$ cat config.mk
export PLATFORM = sky130hd
export DESIGN_NAME = noc_traffic_top
export DESIGN_NICKNAME = d
export VERILOG_FILES = /design/src/rtl/noc_traffic_top.sv
export SDC_FILE = /design/constraint.sdc
export NUM_CORES = 1
export LEC_CHECK = 0
export CORE_MARGIN = 2
export CORE_UTILIZATION = 49
export CTS_CLUSTER_DIAMETER = 80
export DETAILED_ROUTE_END_ITERATION = 7
export PLACE_DENSITY = 0.7
export SLEW_MARGIN = 10
export SYNTH_ARGS = -nofsm -noshare
export SYNTH_HDL_FRONTEND = slang
export SYNTH_SLANG_ARGS = --single-unit
$ cat constraint.sdc
create_clock -name clk -period 5.7 [get_ports clk]
set_clock_uncertainty 0.2 [all_clocks]
set_input_delay 1.14 -clock clk [delete_from_list [all_inputs] [get_ports clk]]
set_output_delay 1.14 -clock clk [all_outputs]
set_load 0.005 [all_outputs]
$ cat src/rtl/noc_traffic_top.sv
// N*N LFSR traffic cores -> round-robin allocator -> one registered channel -> sink (count + checksum).
// Latency: grant to chan_* 1 cycle, grant to xfer_cnt/chk_sum 2 cycles.
// Backpressure: none; losing cores stay pending, pulses on a pending core are dropped (counted with DROP_CNT_EN).
module noc_traffic_top #(
    parameter int DATA_W = 8,
    parameter int N      = 2,
    localparam int CORES = N * N,
    localparam int IDX_W = (CORES > 1) ? $clog2(CORES) : 1,
    localparam int SUM_W = DATA_W + 8
) (
    input  logic              clk,
    input  logic              rst,
    output logic [CORES-1:0]  gnt,
    output logic              chan_valid,
    output logic [DATA_W-1:0] chan_data,
    output logic [IDX_W-1:0]  chan_src,
    output logic [15:0]       xfer_cnt,
    output logic [SUM_W-1:0]  chk_sum
`ifdef DROP_CNT_EN
    ,
    output logic [15:0]       drop_cnt
`endif
);

    // Distinct non-zero seeds so the cores do not pulse in lockstep.
    function automatic logic [7:0] seed(input int k);
        logic [7:0] s;
        s = 8'(8'h01 + 8'h1D * k);
        if (s == 8'h00) s = 8'hFF;
        return s;
    endfunction

    logic [7:0]        lfsr_q    [CORES];
    logic [7:0]        lfsr_d    [CORES];
    logic [7:0]        payload_q [CORES];
    logic [7:0]        payload_d [CORES];
    logic [CORES-1:0]  pending_q, pending_d;
    logic [CORES-1:0]  pulse;
    logic [IDX_W-1:0]  rr_ptr_q, rr_ptr_d;
    logic [IDX_W-1:0]  gnt_idx, cand;
    logic              gnt_any;
    logic              chan_valid_q, chan_valid_d;
    logic [DATA_W-1:0] chan_data_q, chan_data_d;
    logic [IDX_W-1:0]  chan_src_q, chan_src_d;
    logic [15:0]       xfer_cnt_q, xfer_cnt_d;
    logic [SUM_W-1:0]  chk_sum_q, chk_sum_d;

    always_comb begin
        gnt     = '0;
        gnt_idx = '0;
        gnt_any = 1'b0;
        cand    = '0;
        for (int i = 0; i < CORES; i++) begin
            cand = IDX_W'((int'(rr_ptr_q) + i) % CORES);
            if (!gnt_any && pending_q[cand]) begin
                gnt_any = 1'b1;
                gnt_idx = cand;
            end
        end
        if (gnt_any) gnt[gnt_idx] = 1'b1;
    end

    // A granted core cannot capture a pulse in the same cycle; that pulse is dropped.
    always_comb begin
        lfsr_d    = lfsr_q;
        payload_d = payload_q;
        pending_d = pending_q;
        pulse     = '0;
        for (int k = 0; k < CORES; k++) begin
            pulse[k]  = (lfsr_q[k][1:0] == 2'b11);
            lfsr_d[k] = {lfsr_q[k][6:0], lfsr_q[k][7] ^ lfsr_q[k][5] ^ lfsr_q[k][4] ^ lfsr_q[k][3]};
            if (gnt[k]) begin
                pending_d[k] = 1'b0;
            end else if (pulse[k] && !pending_q[k]) begin
                pending_d[k] = 1'b1;
                payload_d[k] = lfsr_q[k];
            end
        end
    end

    always_comb begin
        rr_ptr_d     = rr_ptr_q;
        chan_valid_d = gnt_any;
        chan_data_d  = chan_data_q;
        chan_src_d   = chan_src_q;
        if (gnt_any) begin
            rr_ptr_d    = (int'(gnt_idx) == CORES - 1) ? '0 : gnt_idx + 1'b1;
            chan_data_d = DATA_W'(payload_q[gnt_idx]);
            chan_src_d  = gnt_idx;
        end
        xfer_cnt_d = chan_valid_q ? xfer_cnt_q + 16'd1 : xfer_cnt_q;
        chk_sum_d  = chan_valid_q ? chk_sum_q + SUM_W'(chan_data_q) : chk_sum_q;
    end

    always_ff @(posedge clk) begin
        if (!rst) begin
            for (int k = 0; k < CORES; k++) begin
                lfsr_q[k]    <= seed(k);
                payload_q[k] <= '0;
            end
            pending_q    <= '0;
            rr_ptr_q     <= '0;
            chan_valid_q <= 1'b0;
            chan_data_q  <= '0;
            chan_src_q   <= '0;
            xfer_cnt_q   <= '0;
            chk_sum_q    <= '0;
        end else begin
            lfsr_q       <= lfsr_d;
            payload_q    <= payload_d;
            pending_q    <= pending_d;
            rr_ptr_q     <= rr_ptr_d;
            chan_valid_q <= chan_valid_d;
            chan_data_q  <= chan_data_d;
            chan_src_q   <= chan_src_d;
            xfer_cnt_q   <= xfer_cnt_d;
            chk_sum_q    <= chk_sum_d;
        end
    end

    assign chan_valid = chan_valid_q;
    assign chan_data  = chan_data_q;
    assign chan_src   = chan_src_q;
    assign xfer_cnt   = xfer_cnt_q;
    assign chk_sum    = chk_sum_q;

`ifdef DROP_CNT_EN
    logic [15:0] drop_cnt_q, drop_cnt_d;

    always_comb begin
        drop_cnt_d = drop_cnt_q;
        for (int k = 0; k < CORES; k++) begin
            if (pulse[k] && pending_q[k]) drop_cnt_d = drop_cnt_d + 16'd1;
        end
    end

    always_ff @(posedge clk) begin
        if (!rst) drop_cnt_q <= '0;
        else      drop_cnt_q <= drop_cnt_d;
    end

    assign drop_cnt = drop_cnt_q;
`endif

endmodule

### Yosys cells after proc, flatten, opt, wreduce, memory -nomap -nowiden

Cells that the tools add are included.
W data, S select, Z words.

* add/subtract/negate cells: 6
* $lt $le $gt $ge: 7
* eq/ne operators: 5
* multiplexer cells: 23
* bitwise operators: 18
* reductions and logical operators: 23

Operator list (number)
* $add A16 B1 Y16 const B: 1
* $add A16 B8 Y16: 1
* $bmux W8 S2: 1
* $mux W8: 2
* $lt A2 B3 Y1 const B: 5
* $xor A1 B1 Y1: 12
* $mux W2: 5
* $mux W1: 9
* $bmux W1 S2: 4
* $eq A2 B2 Y1 const B: 4
* $logic_and A1 B1 Y1: 8
* $reduce_and A2 Y1: 4
* $reduce_or A2 Y1: 4
* $logic_not A1 Y1: 7
* $not A1 Y1: 5
* $add A2 B1 Y2 const B: 2
* $add A2 B2 Y2 const B: 2
* $mux W4: 1
* $ge A3 B3 Y1 const B: 1
* $not A2 Y3: 1
* $demux W1 S2: 1
* $eq A2 B1 Y1 const B: 1
* $ge A2 B1 Y1 const B: 1

* register bits after elaboration: 113
* input bits: 2
* logic and storage cells: 100

### Depth between registers and ports, before layout

Gate-level depths: netlist of the first run.

* depth in word-level cells: 19
* gate-level depth with buffers: 10
* mapped depth without buffers: 9

### Worst setup path after synthesis of the first run

No wires, ideal clock.

* path kind: register -> output
* start point: reg pending_q[1]
* end point: out gnt[3]
* arrival time: 1.661 ns
* path slack: 2.699 ns
* stages on the path, launching flop included: 8
* buffers on the path: 1
* cells stage by stage: dfxtp_1 buf_6 and2b_1 nor4_1 nor2_1 inv_1 ha_1 and2_4

* cells in the longest elaborated chain, start to end: 17
* elaborated cells on any way between the ends: 28
* those cells by class: order compare (2); mux (19); reduce/logical (7)

Ends and longest elaborated chain
* start: declaration: line 37 `logic [CORES-1:0] pending_q, pending_d;`
* start signal: assignment: line 111 `pending_q <= pending_d;`
* $bmux W1 S2: line 55 `if (!gnt_any && pending_q[cand]) begin`
* $mux W1 (not written as such): line 55
* $mux W1: line 55
* $logic_not A1 Y1: line 55
* $logic_and A1 B1 Y1: line 55
* $mux W1: line 55
* $logic_not A1 Y1: line 55
* $logic_and A1 B1 Y1: line 55
* $mux W1: line 55
* $logic_not A1 Y1: line 55
* $logic_and A1 B1 Y1: line 55
* $mux W2: line 55
* $lt A2 B3 Y1 (not written as such) / $ge A2 B1 Y1 (equally long branches): line 60 `if (gnt_any) gnt[gnt_idx] = 1'b1;`
* $logic_and A1 B1 Y1 (not written as such): line 60
* $mux W1 (not written as such): line 60
* $demux W1 S2: line 60
* $mux W4 (*): line 60
* end: declaration: line 13 `output logic [CORES-1:0] gnt,`

Every way passes the cells marked *; elsewhere a longest branch is shown, timed or not. The select of a mux whose other input is x is not followed.

### Worst setup path in the final report of the first run

Same ends and word-level chain as after synthesis.

==> flow_metrics.py, run 1 <==
metrics = {
    "critical_path": {
        "cp_max_fo": 9,
        "worst-endpoint-arrival_ns": 2.88,
        "path_cells": "and2b_1, nor4_1, nor2_1, inv_1, ha_1, and2_4, clkdlybuf4s50_1",
        "cp-startpoint": "pending_q[1]$_SDFFE_PP0P_",
        "crit_family": "simple AND/OR/NAND/NOR gates",
        "timing.rr.end": "payload_q[2]$_SDFFE_PN0P_",
        "startpoint_type": "flip-flop",
        "worstSetupEndpointType": "output port",
        "crit_required_ns": 4.36,
        "regToRegSetupSlack_ns": 2.89,
        "worstSetupPathType": "flip-flop to output port",
        "crit_buf_inv": 2,
        "slowest_stage": "nor4_1",
        "slowest_delay_ns": 0.54,
        "cp.depth": 7,
        "reg2reg_depth": 9,
        "reg2reg_from": "pending_q[0]$_SDFFE_PP0P_",
    },
    "placed_design": {
        "io_buffers": 48,
        "dp_hpwl_microns": 6680,
        "place_congestion": 0.816,
    },
    "global_routing": {
        "grt_pass1_wl_microns": 16400,
        "antenna_found_initial": 0,
        "overflow": 0,
        "grt_max_degree": 80,
        "grt_use_total_pct": 20.4,
        "grt_pass1_vias": 3391,
    },
    "logic_synthesis": {
        "syn_nets": 508,
        "netlist-cell-type-count": 49,
        "yosys_warnings": 0,
        "ys.flop_type": "dfxtp_1",
        "avgSynthCellArea_sq_um": 9.56,
        "synthCells": 495,
        "mappedNetlistArea_sq_um": 4730,
        "synth_seq_area_share_pct": 47.8,
        "synth_edf_count": 0,
        "ys_seq_elements": 113,
        "ys_async_sr_fraction_pct": 0,
    },
    "cts": {
        "cts.path.max_buffers": 2,
        "clock_latency_ns": 0.51,
        "clk_pin_slew_worst_paths_ns": 0.06,
        "cts_resized": 0,
        "numCtsBuffers": 17,
        "post_cts_buffers": 0,
        "postCtsHoldBufs": 0,
        "cts.root.buffer_cell": "clkbuf_8",
        "h-tree-depth": 4,
        "cts_tree": "done",
        "clock-sinks": 113,
    },
    "outcome": {
        "status": "completed",
    },
    "finish": {
        "layout-drive-gt1-share_pct": 7.57,
        "final_common_cell": "dfxtp_1",
        "nets": 555,
        "final_core_util_pct": 62.8,
        "syn2layout_area_growth_pct": 23.2,
        "final_cell_mix": "113 x dfxtp_1, 69 x nand2_1, 47 x clkdlybuf4s50_1, 38 x and2_1, 24 x a21boi_0",
        "fillerInstances": 781,
        "antenna_cells": 0,
    },
    "sta": {
        "max-slew-margin-rel_pct": 23.6,
        "finalSetupViolations": 0,
        "hold_slack_ns": 0.248,
        "fmax_mhz": 237,
        "fin_setup_tns_ns": 0,
        "fin_crit_ns": 4.22,
        "grt_setup_unrepaired": "false",
        "fin_crit_sh_pct": 74.1,
        "worst_slew_pin_slew_ns": 1.15,
        "drv_slew": 0,
        "final-hold-violation-count": 0,
    },
    "route": {
        "postRouteAntennaNets": 0,
        "drt_iter0_drc": 136,
        "vias": 3555,
        "drtPass1Iterations": 4,
        "drcViolationCount": 0,
        "vias_per_cell": 5.20,
        "drt-wirelength-per-cell_microns": 14.4,
        "wirelength_microns": 9880,
    },
    "power_and_ir_drop": {
        "p_per_area_nw_per_um2": 391,
        "irDropWorstVdd_mv": 0.237,
        "power.static_leakage_nw": 2.28,
    },
    "die": {
        "dieArea_sq_um": 10500,
        "die_height_microns": 102,
        "core-area_sq_um": 9280,
        "die_w_microns": 102,
        "start_util_pct": 51.0,
        "fp-row-count": 35,
        "ios": 49,
    },
    "hold_path": {
        "hold_depth": 1,
        "min_from": "lfsr_d[11]$_SDFF_PN0_",
        "hp-class": "flip-flop to flip-flop",
        "holdPathEnd": "lfsr_d[12]$_SDFF_PN1_",
    },
    "flow_run": {
        "maxCapViolations": 0,
    },
}
[worst max path at each step]
stage,end
floorplan,gnt[3]
global placement,gnt[3]
detailed placement,gnt[3]
CTS,gnt[3]
global route,gnt[3]
finish,gnt[3]
[logic make-up after synthesis]
| group | after synthesis | synth area share [%] |
|---|---|---|
| buffers and inverters | 27 | 2.35 |
| AOI/OAI and AO/OA | 81 | 12.0 |
| DFF | 113 | 47.8 |
| and+or+nand+nor | 205 | 23.4 |
| xor gates and xnor gates | 34 | 6.29 |
| muxes | 24 | 5.10 |
| adders and majority gates | 11 | 3.07 |
[report_power, final]
part	switching, mW	leakage [nW]	internal, mW
logic	0.193	1.09	0.193
clock network	0.407	0.260	0.546
registers	0.0806	0.924	0.862
total	0.680	2.28	1.60
[worst register-to-register path: cells and delay by family, from the launching register on]
family / cells / cell delay [ns]
AOI/OAI and AO/OA: 1 / 0.38
adders and majority gates: 1 / 0.21
buffers and inverters: 1 / 0.16
DFF: 1 / 0.45
muxes: 1 / 0.25
and+or+nand+nor: 5 / 1.04
[layer usage]
layer	wire, microns	global-route usage, %	vias to the layer above	part of all wire, %
met5	0	0	-	0
met4	83	6.26	0	0.84
met3	328	6.63	8	3.3
met2	4670	32.8	69	47
met1	4800	26.1	1676	49
li1	-	-	1802	-
[flip-flops by register name (all words and copies together), names as in the netlist]
name,count
rr_ptr_q,2
chan_data,8
chk_sum,16
xfer_cnt,16
lfsr_d,28
lfsr_q,4
pending_q,4
payload_q,32
chan_src,2
chan_valid,1
[synth_stat cells, types with 2 or more instances]
master / number / area share (%)
xnor2_1: 22 / 4.1
nand2b_1: 14 / 1.9
nand3_1: 9 / 0.95
and4_1: 3 / 0.56
dfxtp_1: 113 / 48
nor3_1: 4 / 0.42
and2_1: 38 / 5.0
nand2_1: 69 / 5.5
nand3b_1: 4 / 0.63
a211oi_1: 4 / 0.63
nor4_1: 4 / 0.53
o211ai_1: 4 / 0.63
o211a_1: 2 / 0.42
nor2b_1: 16 / 2.1
nor3b_1: 8 / 1.3
nand4_1: 6 / 0.79
ha_1: 10 / 2.6
mux2i_1: 23 / 4.9
buf_2: 2 / 0.21
or3_1: 4 / 0.53
a21boi_0: 24 / 3.8
a21oi_1: 11 / 1.2
clkbuf_1: 17 / 1.3
inv_1: 5 / 0.40
o221ai_1: 5 / 0.93
o21ai_0: 13 / 1.4
nand4b_1: 2 / 0.37
or2_2: 3 / 0.40
xor2_1: 12 / 2.2
buf_1: 2 / 0.16
o21a_1: 11 / 1.7
nor2_1: 14 / 1.1
[per-stage QoR]
stage | worst slack (ns) | instance area (sq um) | instances | power (mW)
3_3_place_gp | 2.13 | 5290 | 652 | 1.32
2_1_floorplan | 2.70 | 4730 | 495 | 1.19
5_1_grt | 1.29 | 5830 | 684 | 2.39
6_report | 1.48 | 5830 | 684 | 2.28
3_5_place_dp | 2.02 | 5290 | 652 | 1.34
4_1_cts | 1.48 | 5830 | 684 | 2.30
[cell type report]
class / count / area, sq um / share of cell area, %
multi-input combinational: 355 / 2360 / 40.4
clock buffer: 17 / 414 / 7.10
tap: 129 / 161 / 2.77
clock inverter: 15 / 125 / 2.15
timing repair buffer: 50 / 490 / 8.41
sequential: 113 / 2260 / 38.8
inverter: 5 / 18.8 / 0.322
Note: power is estimated with default switching activity, not from simulation.
==> inputs of run 2 (changes only) <==
- PLACE_DENSITY: 0.7 -> 0.73
- clock period: 5.7 -> 3.8 ns (I/O delays scaled with it)
==> run 2 against run 1 <==
Against the previous run:
- cell count is 0.44% higher
- setup slack worse by 1.3 ns
- first-iteration DRC count down 3.7%
- power rose by 53%
- sequential share of layout area shrank 0.50 points
- global-route usage fell by 0.075 points
- wire length up 1.9%
==> flow_metrics.py, run 2 (synthesis gave the netlist of run 1 again) <==
metrics = {
    "die": {
        "core-area_sq_um": 9280,
        "fp-row-count": 35,
        "dieArea_sq_um": 10500,
        "die_height_microns": 102,
        "die_w_microns": 102,
        "ios": 49,
        "start_util_pct": 51.0,
    },
    "route": {
        "drtPass1Iterations": 4,
        "vias_per_cell": 5.25,
        "drt_iter0_drc": 131,
        "drcViolationCount": 0,
        "drt-wirelength-per-cell_microns": 14.6,
        "wirelength_microns": 10100,
        "postRouteAntennaNets": 0,
        "vias": 3604,
    },
    "cts": {
        "cts.root.buffer_cell": "clkbuf_8",
        "numCtsBuffers": 17,
        "postCtsHoldBufs": 0,
        "h-tree-depth": 4,
        "clock-sinks": 113,
        "clk_pin_slew_worst_paths_ns": 0.06,
        "cts.path.max_buffers": 2,
        "cts_tree": "done",
        "clock_latency_ns": 0.51,
    },
    "critical_path": {
        "timing.rr.end": "payload_q[4]$_SDFFE_PN0P_",
        "cp_max_fo": 8,
        "regToRegSetupSlack_ns": 1.04,
        "worstSetupPathType": "flip-flop to output port",
        "reg2reg_from": "pending_q[0]$_SDFFE_PP0P_",
        "worst-endpoint-arrival_ns": 2.70,
        "reg2reg_depth": 9,
        "crit_required_ns": 2.84,
        "startpoint_type": "flip-flop",
        "worstSetupEndpointType": "output port",
    },
    "finish": {
        "antenna_cells": 0,
        "layout-drive-gt1-share_pct": 8.78,
        "fillerInstances": 788,
        "final_core_util_pct": 63.7,
        "syn2layout_area_growth_pct": 24.9,
        "final_cell_mix": "112 x dfxtp_1, 69 x nand2_1, 47 x clkdlybuf4s50_1, 38 x and2_1, 24 x a21boi_0",
        "nets": 558,
        "final_common_cell": "dfxtp_1",
        "largest_reg_flops": 32,
        "top_register": "payload_q",
    },
    "hold_path": {
        "hp-class": "flip-flop to flip-flop",
        "holdPathEnd": "lfsr_d[20]$_SDFF_PN1_",
        "min_from": "lfsr_d[19]$_SDFF_PN1_",
        "hold_depth": 1,
    },
    "sta": {
        "finalSetupViolations": 0,
        "fin_crit_ns": 3.66,
        "post-route-worst-setup-slack_ns": 0.138,
        "worst_slew_pin_slew_ns": 0.881,
        "fin_crit_sh_pct": 96.4,
        "final-hold-violation-count": 0,
        "drv_slew": 0,
        "fin_setup_tns_ns": 0,
        "max-slew-margin-rel_pct": 40.8,
        "fmax_mhz": 273,
        "grt_setup_unrepaired": "false",
    },
    "global_routing": {
        "antenna_found_initial": 0,
        "grt_pass1_wl_microns": 16500,
        "grt_use_total_pct": 20.3,
        "overflow": 0,
        "grt_max_degree": 42,
        "grt_pass1_vias": 3488,
    },
    "power_and_ir_drop": {
        "power.static_leakage_nw": 2.31,
        "irDropWorstVdd_mv": 0.325,
        "finalPower_mw": 3.50,
        "p_per_area_nw_per_um2": 592,
    },
    "placed_design": {
        "dp_hpwl_microns": 7020,
        "place_ws_ns": 0.488,
        "io_buffers": 48,
        "place_congestion": 0.877,
    },
    "flow_run": {
        "maxCapViolations": 0,
    },
    "outcome": {
        "status": "completed",
    },
}
[run 2: cell count changes in the layout (fill, tap and decap cells not counted), sizes merged]
cell	before	now
buf	3	6
bufinv	0	1
clkinv	4	5
clkinvlp	3	2
inv	13	12
[run 2: layout make-up]
type	count	area, sq um	area share [%]
well taps	129	161	2.73
clock inverters	15	149	2.52
clock buffers	17	414	7.01
repair buffers	53	513	8.68
multi-input cells	355	2390	40.4
flip-flops and latches	113	2260	38.3
inverters	5	18.8	0.318
[run 2: worst max-delay path, stage by stage (launching register included)]
cell,delay [ns]
dfxtp_1,0.44
nor2b_2,0.32
nor2_1,0.07
o2bb2ai_1,0.39
inv_1,0.15
nor2_1,0.26
clkdlybuf4s50_1,0.56
[run 2: worst max-delay path by stage]
stage / from / endpoint / slack, ns / depth (start not counted)
CTS: pending_q[1]$_SDFFE_PP0P_ / gnt[1] / 0.06 / 6
finish: pending_q[0]$_SDFFE_PP0P_ / gnt[1] / 0.14 / 6
global route: rr_ptr_q[1]$_SDFFE_PN0P_ / gnt[1] / 0.02 / 6
floorplan: pending_q[1]$_SDFFE_PP0P_ / gnt[3] / 1.18 / 7
global placement: pending_q[1]$_SDFFE_PP0P_ / gnt[3] / 0.61 / 7
detailed placement: pending_q[1]$_SDFFE_PP0P_ / gnt[3] / 0.49 / 7
[run 2: layer usage]
metal	track usage, %	wire [microns]
met1	25.2	4670
met2	33.8	4870
met3	5.13	354
met4	8.10	174
met5	0	0
[run 2: power by group]
part / internal, mW / switching, mW
registers: 1.29 / 0.115
logic: 0.296 / 0.316
clock network: 0.884 / 0.593
total: 2.47 / 1.02
[run 2: timing repair]
item	CTS	global route
endpoints found under the setup margin	2	2
buffers inserted	0	0
gates resized for setup	2	4
[run 2: stage by stage]
| step | area, sq um | hold WS (ns) | instances |
|---|---|---|---|
| 2_1_floorplan | 4730 | 0.211 | 495 |
| 3_3_place_gp | 5310 | 0.222 | 655 |
| 3_5_place_dp | 5310 | 0.221 | 655 |
| 4_1_cts | 5890 | 0.245 | 687 |
| 5_1_grt | 5910 | 0.260 | 687 |
| 6_report | 5910 | 0.243 | 687 |
==> inputs of run 3 (changes only) <==
- GPL_ROUTABILITY_DRIVEN: not set -> 0
- SLEW_MARGIN: 10 -> 20
==> results of run 3 <==
Same layout as run 2: the final DEF is identical, and so are final timing and power.
